===== src/rtl/pool_scheduler.sv =====
// pool_scheduler: round-robin time-sharing of one max-pooling engine among NCH feature-map channels
module pool_scheduler #(
    parameter int NCH = 4,
    parameter int M = 12,
    parameter int P = 3,
    parameter int WIDTH = 32,
    parameter int DRAIN_TO = 64
) (
    input  logic                     clk,
    input  logic                     master_rst,
    input  logic [NCH-1:0]           req,
    input  logic [NCH*WIDTH-1:0]     in_data,
    input  logic [NCH-1:0]           in_valid,
    output logic [NCH-1:0]           in_ready,
    output logic                     pl_rst,
    output logic                     pl_ce,
    output logic [WIDTH-1:0]         pl_data_in,
    input  logic [WIDTH-1:0]         pl_data_out,
    input  logic                     pl_valid_op,
    output logic [WIDTH-1:0]         out_data,
    output logic                     out_valid,
    output logic [$clog2(NCH)-1:0]   out_ch,
    output logic                     out_last,
    output logic                     busy,
    output logic                     err
);
    localparam int CW = $clog2(NCH);
    localparam int MM = M * M;
    localparam int NOUT = (M / P) * (M / P);
    localparam int IW = $clog2(MM + 1);
    localparam int OW = $clog2(NOUT + 1);
    localparam int DW = $clog2(DRAIN_TO + 1);
    typedef enum logic [1:0] {IDLE, CLR, RUN, DRAIN} state_t;
    state_t state, state_n;
    logic [CW-1:0] rr_ptr, gnt, pick, gnt_inc;
    logic [IW-1:0] in_cnt;
    logic [OW-1:0] out_cnt;
    logic [DW-1:0] drain_cnt;
    logic take, cap, done, timeout;
    always_comb begin
        pick = rr_ptr;
        for (int i = NCH - 1; i >= 0; i--) if (req[i]) pick = CW'(i);
        for (int i = NCH - 1; i >= 0; i--) if (req[i] && CW'(i) >= rr_ptr) pick = CW'(i);
    end
    assign gnt_inc = (gnt == CW'(NCH - 1)) ? '0 : gnt + 1'b1;
    assign take = state == RUN && in_valid[gnt];
    assign done = out_cnt == OW'(NOUT);
    assign cap = (state == RUN || state == DRAIN) && pl_valid_op && !done;
    assign timeout = state == DRAIN && !done && drain_cnt == DW'(DRAIN_TO - 1);
    assign pl_rst = master_rst || state == CLR;
    assign busy = state != IDLE;
    always_comb begin
        state_n = state;
        in_ready = '0;
        pl_ce = 1'b0;
        pl_data_in = '0;
        case (state)
            IDLE: state_n = |req ? CLR : IDLE;
            CLR: state_n = RUN;
            RUN: begin
                in_ready[gnt] = 1'b1;
                pl_ce = in_valid[gnt];
                pl_data_in = in_data[gnt*WIDTH +: WIDTH];
                state_n = (take && in_cnt == IW'(MM - 1)) ? DRAIN : RUN;
            end
            default: begin
                pl_ce = 1'b1;
                state_n = (done || timeout) ? IDLE : DRAIN;
            end
        endcase
    end
    always_ff @(posedge clk) begin
        if (master_rst) begin
            state <= IDLE;
            rr_ptr <= '0;
            gnt <= '0;
            in_cnt <= '0;
            out_cnt <= '0;
            drain_cnt <= '0;
            out_data <= '0;
            out_valid <= 1'b0;
            out_ch <= '0;
            out_last <= 1'b0;
            err <= 1'b0;
        end else begin
            state <= state_n;
            out_valid <= cap;
            out_last <= cap && out_cnt == OW'(NOUT - 1);
            if (state == IDLE && |req) gnt <= pick;
            if (state == CLR) begin
                in_cnt <= '0;
                out_cnt <= '0;
                drain_cnt <= '0;
            end
            if (take) in_cnt <= in_cnt + 1'b1;
            if (cap) begin
                out_data <= pl_data_out;
                out_ch <= gnt;
                out_cnt <= out_cnt + 1'b1;
            end
            if (state == DRAIN) drain_cnt <= drain_cnt + 1'b1;
            if (state == DRAIN && state_n == IDLE) rr_ptr <= gnt_inc;
            if (timeout) err <= 1'b1;
        end
    end
endmodule

===== config.mk =====
export PLATFORM = sky130hd
export DESIGN_NAME = pool_scheduler
export DESIGN_NICKNAME = d
export VERILOG_FILES = /design/src/rtl/pool_scheduler.sv
export SDC_FILE = /design/constraint.sdc
export NUM_CORES = 1
export LEC_CHECK = 0
export BUFFER_PORTS_ARGS = -buffer_cell sky130_fd_sc_hd__buf_4
export CAP_MARGIN = 10
export CORE_MARGIN = 4
export CORE_UTILIZATION = 40
export DETAILED_ROUTE_END_ITERATION = 10
export PLACE_DENSITY_LB_ADDON = 0.12
export SYNTH_ARGS = -nofsm -noshare
export SYNTH_HDL_FRONTEND = slang
export SYNTH_SLANG_ARGS = --single-unit

===== constraint.sdc =====
create_clock -name clk -period 2.6 [get_ports clk]
set_input_delay 0.52 -clock clk [delete_from_list [all_inputs] [get_ports clk]]
set_output_delay 0.52 -clock clk [all_outputs]
set_load 0.02 [all_outputs]

[Word-level counts from Yosys, hierarchy flattened]
Cells that the tools add are included.
Cells by class
  eq/ne operators: 8
  $add $sub $neg: 4
  reduce and logical (&&, ||, !) cells: 26
  mux-type cells: 26
  order comparisons: 6
  shift-type cells: 1
Operator list (count)
  128-bit by 8-bit indexed part select with 32-bit output: 1
  32-bit two-way mux: 1
  2-bit two-way mux: 10
  8-bit two-way mux: 2
  1-bit logical AND: 14
  7-bit two-way mux: 2
  5-bit two-way mux: 2
  8-bit by 1-bit adder with 8-bit output (second input constant): 1
  8-bit == test (second input constant): 1
  2-bit nonzero test: 4
  7-bit by 1-bit adder with 7-bit output (second input constant): 1
  7-bit by 6-bit == test with 1-bit output (second input constant): 1
  2-bit == test (second input constant): 3
  2-bit one-hot mux with 3 select lines: 1
  5-bit by 1-bit adder with 5-bit output (second input constant): 1
  5-bit by 4-bit == test with 1-bit output (second input constant): 1
  5-bit == test (second input constant): 1
  1-bit by 2-bit >= comparator with 1-bit output (first input constant): 2
  2-bit >= comparator (first input constant): 2
  2-bit logical NOT: 2
  1-bit two-way mux: 4
  4-bit two-way mux: 1
  4-bit OR reduction: 1
  1-bit logical OR: 3
  other kinds (9): 9
Word-level totals
  logic and storage cells: 82
  output and inout port bits: 76
  flip-flop bits (word level): 63

[Depth between registers and ports, before layout]
Gate-level depths: netlist of run 1.
  depth in word-level cells: 9
  mapped depth: 8

[Least setup slack after synthesis of run 1]
OpenSTA, ideal clock, no wires.
  path type: flip-flop to output port
  from: reg gnt[0]
  to: out pl_data_in[10]
  cell stages (with the launch flop): 5
  arrival: 1548 ps
  path buffers: 2
  slack: 532 ps
  data required time: 2080 ps
  cells stage by stage: dfxtp_1 > buf_6 > buf_2 > mux4_2 > and2_1
Between the ends
  word-level cells in the longest chain between the ends: 2
Ends and longest elaborated chain
  start: declaration: line 35  | logic [CW-1:0] rr_ptr, gnt, pick, gnt_inc;
  start signal: assignment: line 89  | if (state == IDLE && |req) gnt <= pick;
  128-bit by 8-bit indexed part select with 32-bit output: line 63  | pl_data_in = in_data[gnt*WIDTH +: WIDTH];
  32-bit two-way mux: line 57  | case (state)
  end: declaration: line 17  | output logic [WIDTH-1:0] pl_data_in,
No other way between the ends.

[Worst setup path after layout of run 1]
  from: reg gnt[0]
  to: out pl_data_in[17]
The elaborated chain is that of the path after synthesis.

==> impl_results.md, run 1 <==
* Slew Viols, Final at 0
* Cell row count at 35
* Met1 Resource Use GR at 27.7%
* Synth Flop Type: dfxtp_1
* TritonRoute pass-1 iters at 4
* Design Area, Final at 5890 um2
* WP data required at 2.08 ns
* Cells after Synth at 408
* Syn Area/Cell at 9.16 um2
* Number of synthesized flops with an enable pin at 0
* Grt met2 use at 43.2%
* Min-Delay Path Class: input port to flip-flop
* Setup CP Type: flip-flop to output pin
* Antenna violations before repair at 1
* VDD IR max at 445 uV
* Tcrit/Tclk final at 94.0%
* Slowest cell on the critical path: mux4_2
* Worst-Skew Late Latency at 0.33 ns
* TNS Setup at 0 ns
* DP HPWL at 10700 um
* Area post-placement at 5690 um2
* Worst R2R Path Depth at 6
* Total track usage at 24.0%
* PortBufs at 246
* Final Hold Vio Count at 0
* Final Util at 64.4%
* First-pass GRT wire length at 21000 um
* Worst slew pin tran at 0.727 ns
* Largest net degree at the start of global routing at 58
* Ranking of synthesized cells by area: dfxtp_1 (34%), mux4_2 (19%), nand2_1 (8.0%)
* Syn_nets at 592
* CP startpoint kind: flip-flop
* Crit path capture type: output pin
* RSZ-0062 raised after global routing: false
* Vias post-DR at 3992
* Initial drt markers at 262
* Die H at 105 um
* Hold Path Sink: out_data[2]
* FILL cells at 821
* Total Wirelength at 13500 um
* GRT overflow at 0
* Max_slew headroom at 50.9%
* CTS Hold Buffers Added at 0
* Final WS setup at 0.156 ns
* DIE WIDTH at 105 um
* Number of post-CTS setup repair buffers at 0
* Crit path time final at 2.44 ns
* Cell leakage power at 2.62 nW
* Yosys cell types at 49
* Max Cap Viol at 0
* Biggest area consumer among synthesized cells: dfxtp_1
* Worst-path cell chain: buf_12, mux4_2, and2_1, buf_4
* Final nets at 831
* Busiest grt layer: met2
* DRC at 0
* Area Overhead vs Synth at 57.8%
* Hold Startpoint: pl_data_out[2]
* Final ANT Viol Nets at 0
* Die area at 11000 um2
* Hold_ws at 0.426 ns
* Clock root cell: clkbuf_8
* Vias in the first global route at 3992
* Status: finished, final reports clean
* Via density per instance at 5.23
* IO Pins at 247
* Fmax at 409 MHz
* Clk sink count at 63
* H-tree depth at 3
* Asr flop ratio synth at 0%
* Clock-pin slew on the worst setup and hold paths at 0.07 ns
* Synth top area share at 33.8%
* Synthesis Warnings at 0
* Worst r2r dst: out_cnt[0]
* Synthesized area at 3740 um2
* Worst endpoint data arrival time at 1.92 ns
* Worst-path maximum fanout at 27
* Worst r2r src: state[0]
* Register-to-Register Setup Slack at 0.55 ns
* Layout cell share with drive strength beyond 1 at 47.7%
* Final Skew at 0.00921 ns
* CTS tree: built
* Initial Utilization at 40.8%
* Place WS at 0.435 ns
* Clk buf depth at 2
* Core area at 9150 um2
* Post-CTS Resized at 0
* Synthesis-stage register bit count at 63
* Met3 Usage GRT at 7.47%
* Final setup fails at 0
* WL/cell at 17.7 um
* TritonCTS buffer count at 9
* Hold Crit Depth at 3
* PD cells at 624 nW/um2
* CP max stage delay at 0.54 ns
* Seq/Total Area, Yosys at 33.8%
* RD Place Congestion at 0.884
-- final cells by class --
| cell class | count | area (um2) | area share [%] |
|---|---|---|---|
| antenna | 1 | 2.50 | 0.0425 |
| clock buffer | 10 | 138 | 2.33 |
| clock inverter | 6 | 60.1 | 1.02 |
| inverter | 15 | 56.3 | 0.955 |
| multi-input combinational | 303 | 2300 | 39.0 |
| sequential | 63 | 1260 | 21.4 |
| tap | 111 | 139 | 2.36 |
| timing repair buffer | 255 | 1940 | 32.9 |
-- power breakdown --
part	internal, mW	switching (mW)	leakage (nW)	total [mW]
Sequential	1.08	0.0860	0.511	1.16
Combinational	0.812	0.853	2.01	1.67
Clock	0.464	0.389	0.0981	0.852
-- worst max path at each step --
stage                          end  startpoint  slack (ns)  cells past startpoint
global placement        out_cnt[0]    state[0]        0.50                      7
global route        pl_data_in[17]      gnt[0]        0.04                      4
detailed placement   pl_data_in[1]    state[0]        0.43                      5
finish              pl_data_in[17]      gnt[0]        0.16                      4
floorplan           pl_data_in[10]      gnt[0]        0.53                      4
CTS                  pl_data_in[1]    state[0]        0.06                      5
-- through the flow --
stage / instances / total power [mW]
after floorplan: 408 / 2.14
after global placement: 747 / 2.82
after detailed placement: 747 / 2.86
after CTS: 763 / 3.71
after global routing: 764 / 3.90
final: 764 / 3.68
-- metal layers --
metal	wire length (um)	share of wire [%]
met1	5180	38
met2	7010	52
met3	1090	8.1
met4	222	1.6
met5	0	0
-- worst max-delay path: cells and delay by family (launching register included) --
kind | cells | cell delay (ns)
buffers and inverters | 2 | 0.41
DFF | 1 | 0.45
and+or+nand+nor | 1 | 0.17
muxes | 1 | 0.54
-- cell usage in the layout (no fill, tap or decap), types with 10 or more instances in the layout --
cell type / Yosys / final
mux4_2: 31 / 31
buf_4: 0 / 253
nor2_1: 17 / 16
a21oi_1: 49 / 49
clkbuf_8: 0 / 10
nand2_1: 80 / 80
dfxtp_1: 63 / 61
inv_1: 15 / 15
and2_1: 37 / 37
ha_1: 13 / 12
-- cells by family (layout without fill, tap and decap cells) --
logic type / count (synthesis) / after routing / synth area share, %
AOI/OAI and AO/OA: 82 / 82 / 13.3
xor gates and xnor gates: 2 / 2 / 0.469
adders and majority gates: 13 / 13 / 4.35
buffers and inverters: 42 / 286 / 4.92
DFF: 63 / 63 / 33.8
muxes: 38 / 38 / 21.5
other: 0 / 1 / 0
and+or+nand+nor: 168 / 168 / 21.7
-- sequential cells by signal, summed over array words and instances (netlist names), 2 cells and up --
signal / cells
drain_cnt: 7
state: 2
out_ch: 2
out_cnt: 5
out_data: 32
rr_ptr: 2
in_cnt: 8
gnt: 2
-- cells in the mapped netlist, drive strengths merged, types with 5 or more instances --
cell / count
a21oi: 49
a31oi: 5
and2: 37
buf: 15
clkbuf: 12
dfxtp: 63
ha: 13
inv: 15
mux4: 33
nand2: 80
nand3: 9
nor2: 17
o21ai: 5
(Power assumes the default switching activity.)
==> run 2, diff against run 1 <==
MAX_ROUTING_LAYER = met4   (was unset)
==> run 2 against run 1 <==
  * Sequential share of layout area is the same
  * Fmax barely moved
  * Final cell count did not move
  * Largest power group unchanged
  * Largest cell class unchanged
  * Sequential power is essentially flat
  * Die area stayed put
  * Clock skew about the same
  * Hold slack better by 0.0025 ns
  * Highest routed layer unchanged
  * Via count up 0.18%
  * Critical endpoint unchanged
  * Power is essentially flat
==> impl_results.md, run 2 (synthesized netlist as in run 1, its figures left out) <==
* Tot Pwr at 3.68 mW
* Cell row count at 35
* PD cells at 624 nW/um2
* Worst slew pin tran at 0.723 ns
* Worst R2R Path Depth at 6
* Worst-path cell chain: buf_12, mux4_2, and2_1, buf_4
* Min-Delay Path Class: input port to flip-flop
* Hold Crit Depth at 3
* Die area at 11000 um2
* Core area at 9150 um2
* Most frequent cells in the layout: buf_4 (253), nand2_1 (80), dfxtp_1 (61)
* Largest net degree at the start of global routing at 58
* Crit path max-delay family: multiplexers
* Clk buf depth at 2
* Vias post-DR at 3999
* Switch Pwr at 1.33 mW
* Initial Utilization at 40.8%
* Reg with most FFs: out_data
* Layout cell share with drive strength beyond 1 at 47.7%
* Most common cell after layout, fill and taps aside: buf_4
* Met1 Resource Use GR at 28.1%
* RSZ-0062 raised after global routing: false
* Vias in the first global route at 3993
* Busiest grt layer: met2
* Area Overhead vs Synth at 57.8%
* CP startpoint kind: flip-flop
* Clock root cell: clkbuf_8
* Final Util at 64.4%
* Crit path time final at 2.45 ns
* PortBufs at 246
* DRC at 0
* Initial drt markers at 252
* Worst endpoint data arrival time at 1.93 ns
* First-pass GRT wire length at 21000 um
* Clock-pin slew on the worst setup and hold paths at 0.07 ns
* Fmax at 409 MHz
* Grt met2 use at 42.9%
* Final Hold Vio Count at 0
* Die H at 105 um
* TritonCTS buffer count at 9
* Final setup fails at 0
* Max Cap Viol at 0
* Final ANT Viol Nets at 0
* DP HPWL at 10700 um
* IO Pins at 247
* Total Wirelength at 13500 um
* TritonRoute pass-1 iters at 4
* Met3 Usage GRT at 7.04%
* Via density per instance at 5.23
* Final WS setup at 0.154 ns
* Share of power burned in registers at 31.6%
* Worst path bufs/invs at 2
* CTS tree: built
* CTS Hold Buffers Added at 0
* Worst-Skew Late Latency at 0.33 ns
* Sw Share at 36.1%
* Final Skew at 0.00888 ns
* Power share of the clock group at 23.1%
* Design Area, Final at 5890 um2
* Crit path capture type: output pin
* Worst-path maximum fanout at 27
* Combinational Power Share at 45.3%
* Max_slew headroom at 51.2%
* Setup CP Type: flip-flop to output pin
* Largest regs: out_data: 32 flops, in_cnt: 8 flops, drain_cnt: 7 flops
* RD Place Congestion at 0.899
* WL/cell at 17.7 um
* Total track usage at 24.6%
* Antenna violations before repair at 1
* DIE WIDTH at 105 um
* Slew Viols, Final at 0
* Slowest cell on the critical path: mux4_2
* Cell leakage power at 2.62 nW
* Status: finished, final reports clean
* H-tree depth at 3
* VDD IR max at 441 uV
* TNS Setup at 0 ns
* Area post-placement at 5690 um2
* Clk sink count at 63
* Tcrit/Tclk final at 94.1%
* Max reg flops at 32
* GRT overflow at 0
* Final nets at 831
* Int Power at 2.35 mW
* WP data required at 2.08 ns
* CP max stage delay at 0.54 ns
* Number of post-CTS setup repair buffers at 0
* Place WS at 0.435 ns
* WP depth at 4
run 2: cell counts in the layout (fill, tap and decap cells not counted):
No cell type changed its count.
run 2: area by class of cell:
class / count / area [um2]
Antenna cell: 1 / 2.50
Clock buffer: 10 / 138
Clock inverter: 6 / 60.1
Fill cell: 821 / 3260
Inverter: 15 / 56.3
Multi-Input combinational cell: 303 / 2300
Sequential cell: 63 / 1260
Tap cell: 111 / 139
Timing Repair Buffer: 255 / 1940
run 2: tightest hold or removal path, stage by stage:
cell and delay [ns]:
buf_4 0.11, nand2_1 0.04, a21oi_1 0.05
run 2: final timing paths:
| path | start | to | slack, ns |
|---|---|---|---|
| worst max-delay path | gnt[0] | pl_data_in[17] | 0.15 |
| worst min-delay path | pl_data_out[2] | out_data[2] | 0.43 |
| worst max register to register | state[0] | out_cnt[0] | 0.56 |
| worst min register to register | out_data[12] | out_data[12] | 0.46 |
run 2: what timing repair did:
item,in CTS,in global routing
hold endpoints to repair,0,0
endpoints found under the setup margin,0,1
gates resized for setup,0,1
run 2: per-stage QoR:
step	cells	hold WS [ns]
after floorplan	408	0.444
after global placement	747	0.442
after detailed placement	747	0.449
after CTS	763	0.407
after global routing	764	0.405
final	764	0.429
run 2: per-layer routing:
metal	routed length (um)	share of wire (%)
met3	994	7.4
met5	0	0
met1	5260	39
met4	265	2.0
met2	6990	52
run 2: power by group through the flow:
stage               Clock (mW)  Sequential, mW  Combinational [mW]
detailed placement           0            1.18                1.68
floorplan                    0            1.25               0.884
global route             0.915            1.18                1.80
CTS                      0.870            1.16                1.68
finish                   0.849            1.16                1.67
global placement             0            1.18                1.65
==> run 3, diff against run 2 <==
CORE_UTILIZATION = 35   (was 40)
==> run 3 against run 2 <==
  * Power fell by 1.4%
  * Clock power down 5.2%
  * Clock skew increased by 0.0015 ns
  * Cell area rose by 0.17%
  * Wire length grew 2.9%
  * Register-to-register slack worse by 0.16 ns
  * Final cell count up 2.9%
  * Count of clock-buffer cells in the layout is 3 higher
  * Highest routed layer unchanged
  * Sequential share of layout area hardly changed
  * Global-route usage down 2.4 points
  * First-iteration DRC count is 7.5% lower
==> impl_results.md, run 3 (synthesized netlist as in run 1, its figures left out) <==
* WP data required at 2.08 ns
* Via density per instance at 5.03
* Clock root cell: clkbuf_8
* Slew Viols, Final at 0
* Antenna violations before repair at 0
* Crit path capture type: output pin
* Clk buf depth at 2
* Total Wirelength at 13900 um
* Reg with most FFs: out_data
* Total track usage at 22.2%
* Max reg flops at 32
* Final Hold Vio Count at 0
* VDD IR max at 533 uV
* Final nets at 831
* CTS Hold Buffers Added at 0
* Crit path time final at 2.44 ns
* Die H at 111 um
* Most frequent cells in the layout: buf_4 (253), nand2_1 (80), dfxtp_1 (61)
* FILL cells at 940
* Tcrit/Tclk final at 93.8%
* Clk sink count at 63
* PD cells at 614 nW/um2
* PortBufs at 246
* IO Pins at 247
* Fmax at 410 MHz
* RSZ-0062 raised after global routing: false
* Cell row count at 37
* CTS tree: built
* Die area at 12400 um2
* Initial Utilization at 36.0%
* Max Cap Viol at 0
* WL/cell at 17.7 um
* Worst endpoint data arrival time at 1.92 ns
* Final ANT Viol Nets at 0
* Max_slew headroom at 48.3%
* Vias in the first global route at 3827
* Worst-path maximum fanout at 14
* Worst slew pin tran at 0.765 ns
* DRC at 0
* Largest net degree at the start of global routing at 58
* DP HPWL at 11000 um
* Cell leakage power at 2.61 nW
* TritonCTS buffer count at 9
* Final Util at 56.9%
* Layout cell share with drive strength beyond 1 at 46.9%
* DIE WIDTH at 111 um
* Status: finished, final reports clean
* Core area at 10400 um2
* Vias post-DR at 3952
* N_diodes at 0
* Largest regs: out_data: 32 flops, in_cnt: 8 flops, drain_cnt: 7 flops
* Initial drt markers at 233
* Final setup fails at 0
* GRT overflow at 0
* TNS Setup at 0 ns
* Number of post-CTS setup repair buffers at 0
* TritonRoute pass-1 iters at 4
* Most common cell after layout, fill and taps aside: buf_4
* Worst-Skew Late Latency at 0.34 ns
* Clock-pin slew on the worst setup and hold paths at 0.07 ns
* H-tree depth at 3
* CP startpoint kind: flip-flop
* Min-Delay Path Class: input port to flip-flop
* Register-to-Register Setup Slack at 0.40 ns
* RD Place Congestion at 0.997
* Area Overhead vs Synth at 58.0%
* First-pass GRT wire length at 21200 um
* Final Skew at 0.0104 ns
* Setup CP Type: flip-flop to output pin
==> run 3: final timing paths <==
check                           cells past startpoint       startpoint             end
worst max-delay path                                4           gnt[0]  pl_data_in[16]
worst min register to register                      2      out_data[5]     out_data[5]
worst min-delay path                                3  pl_data_out[31]    out_data[31]
worst max register to register                      6         state[1]    out_data[11]
==> run 3: layout make-up <==
class                           count  area [um2]  share of cell area [%]
Multi-Input combinational cell    303        2290                    38.8
Timing Repair Buffer              255        1940                    32.8
Sequential cell                    63        1270                    21.4
Clock inverter                      1        30.0                   0.509
Tap cell                          136         170                    2.88
Inverter                           15        56.3                   0.954
Clock buffer                       13         149                    2.52
==> run 3: stage by stage <==
step	instances	setup slack [ns]	area [um2]	power (mW)	hold slack [ns]
floorplan	408	0.532	3740	2.14	0.444
global placement	772	0.412	5720	2.84	0.442
detailed placement	772	0.381	5720	2.86	0.449
CTS	786	0.118	5900	3.68	0.405
global route	786	0.0485	5900	3.85	0.418
finish	786	0.160	5900	3.63	0.427
==> run 3: critical path, cell delays in order, from the launching register on <==
cell,delay (ns)
dfxtp_4,0.48
buf_4,0.26
mux4_2,0.50
and2_1,0.17
buf_4,0.16
==> run 3: what timing repair did <==
action / in CTS / in global routing
endpoints found under the hold margin: 0 / 0
endpoints found under the setup margin: 1 / 0
resized for setup: 1 / 0
==> run 3: metal layers <==
layer | routed length, um | GRT usage [%]
met1 | 5610 | 26.1
met4 | 267 | 7.30
met2 | 7110 | 38.0
met5 | 0 | -
met3 | 918 | 4.64
==> run 3: report_power, final <==
group,internal (mW),switching [mW],leakage (nW)
sequential,1.08,0.0903,0.511
combinational,0.805,0.850,2.01
clock,0.460,0.345,0.0896
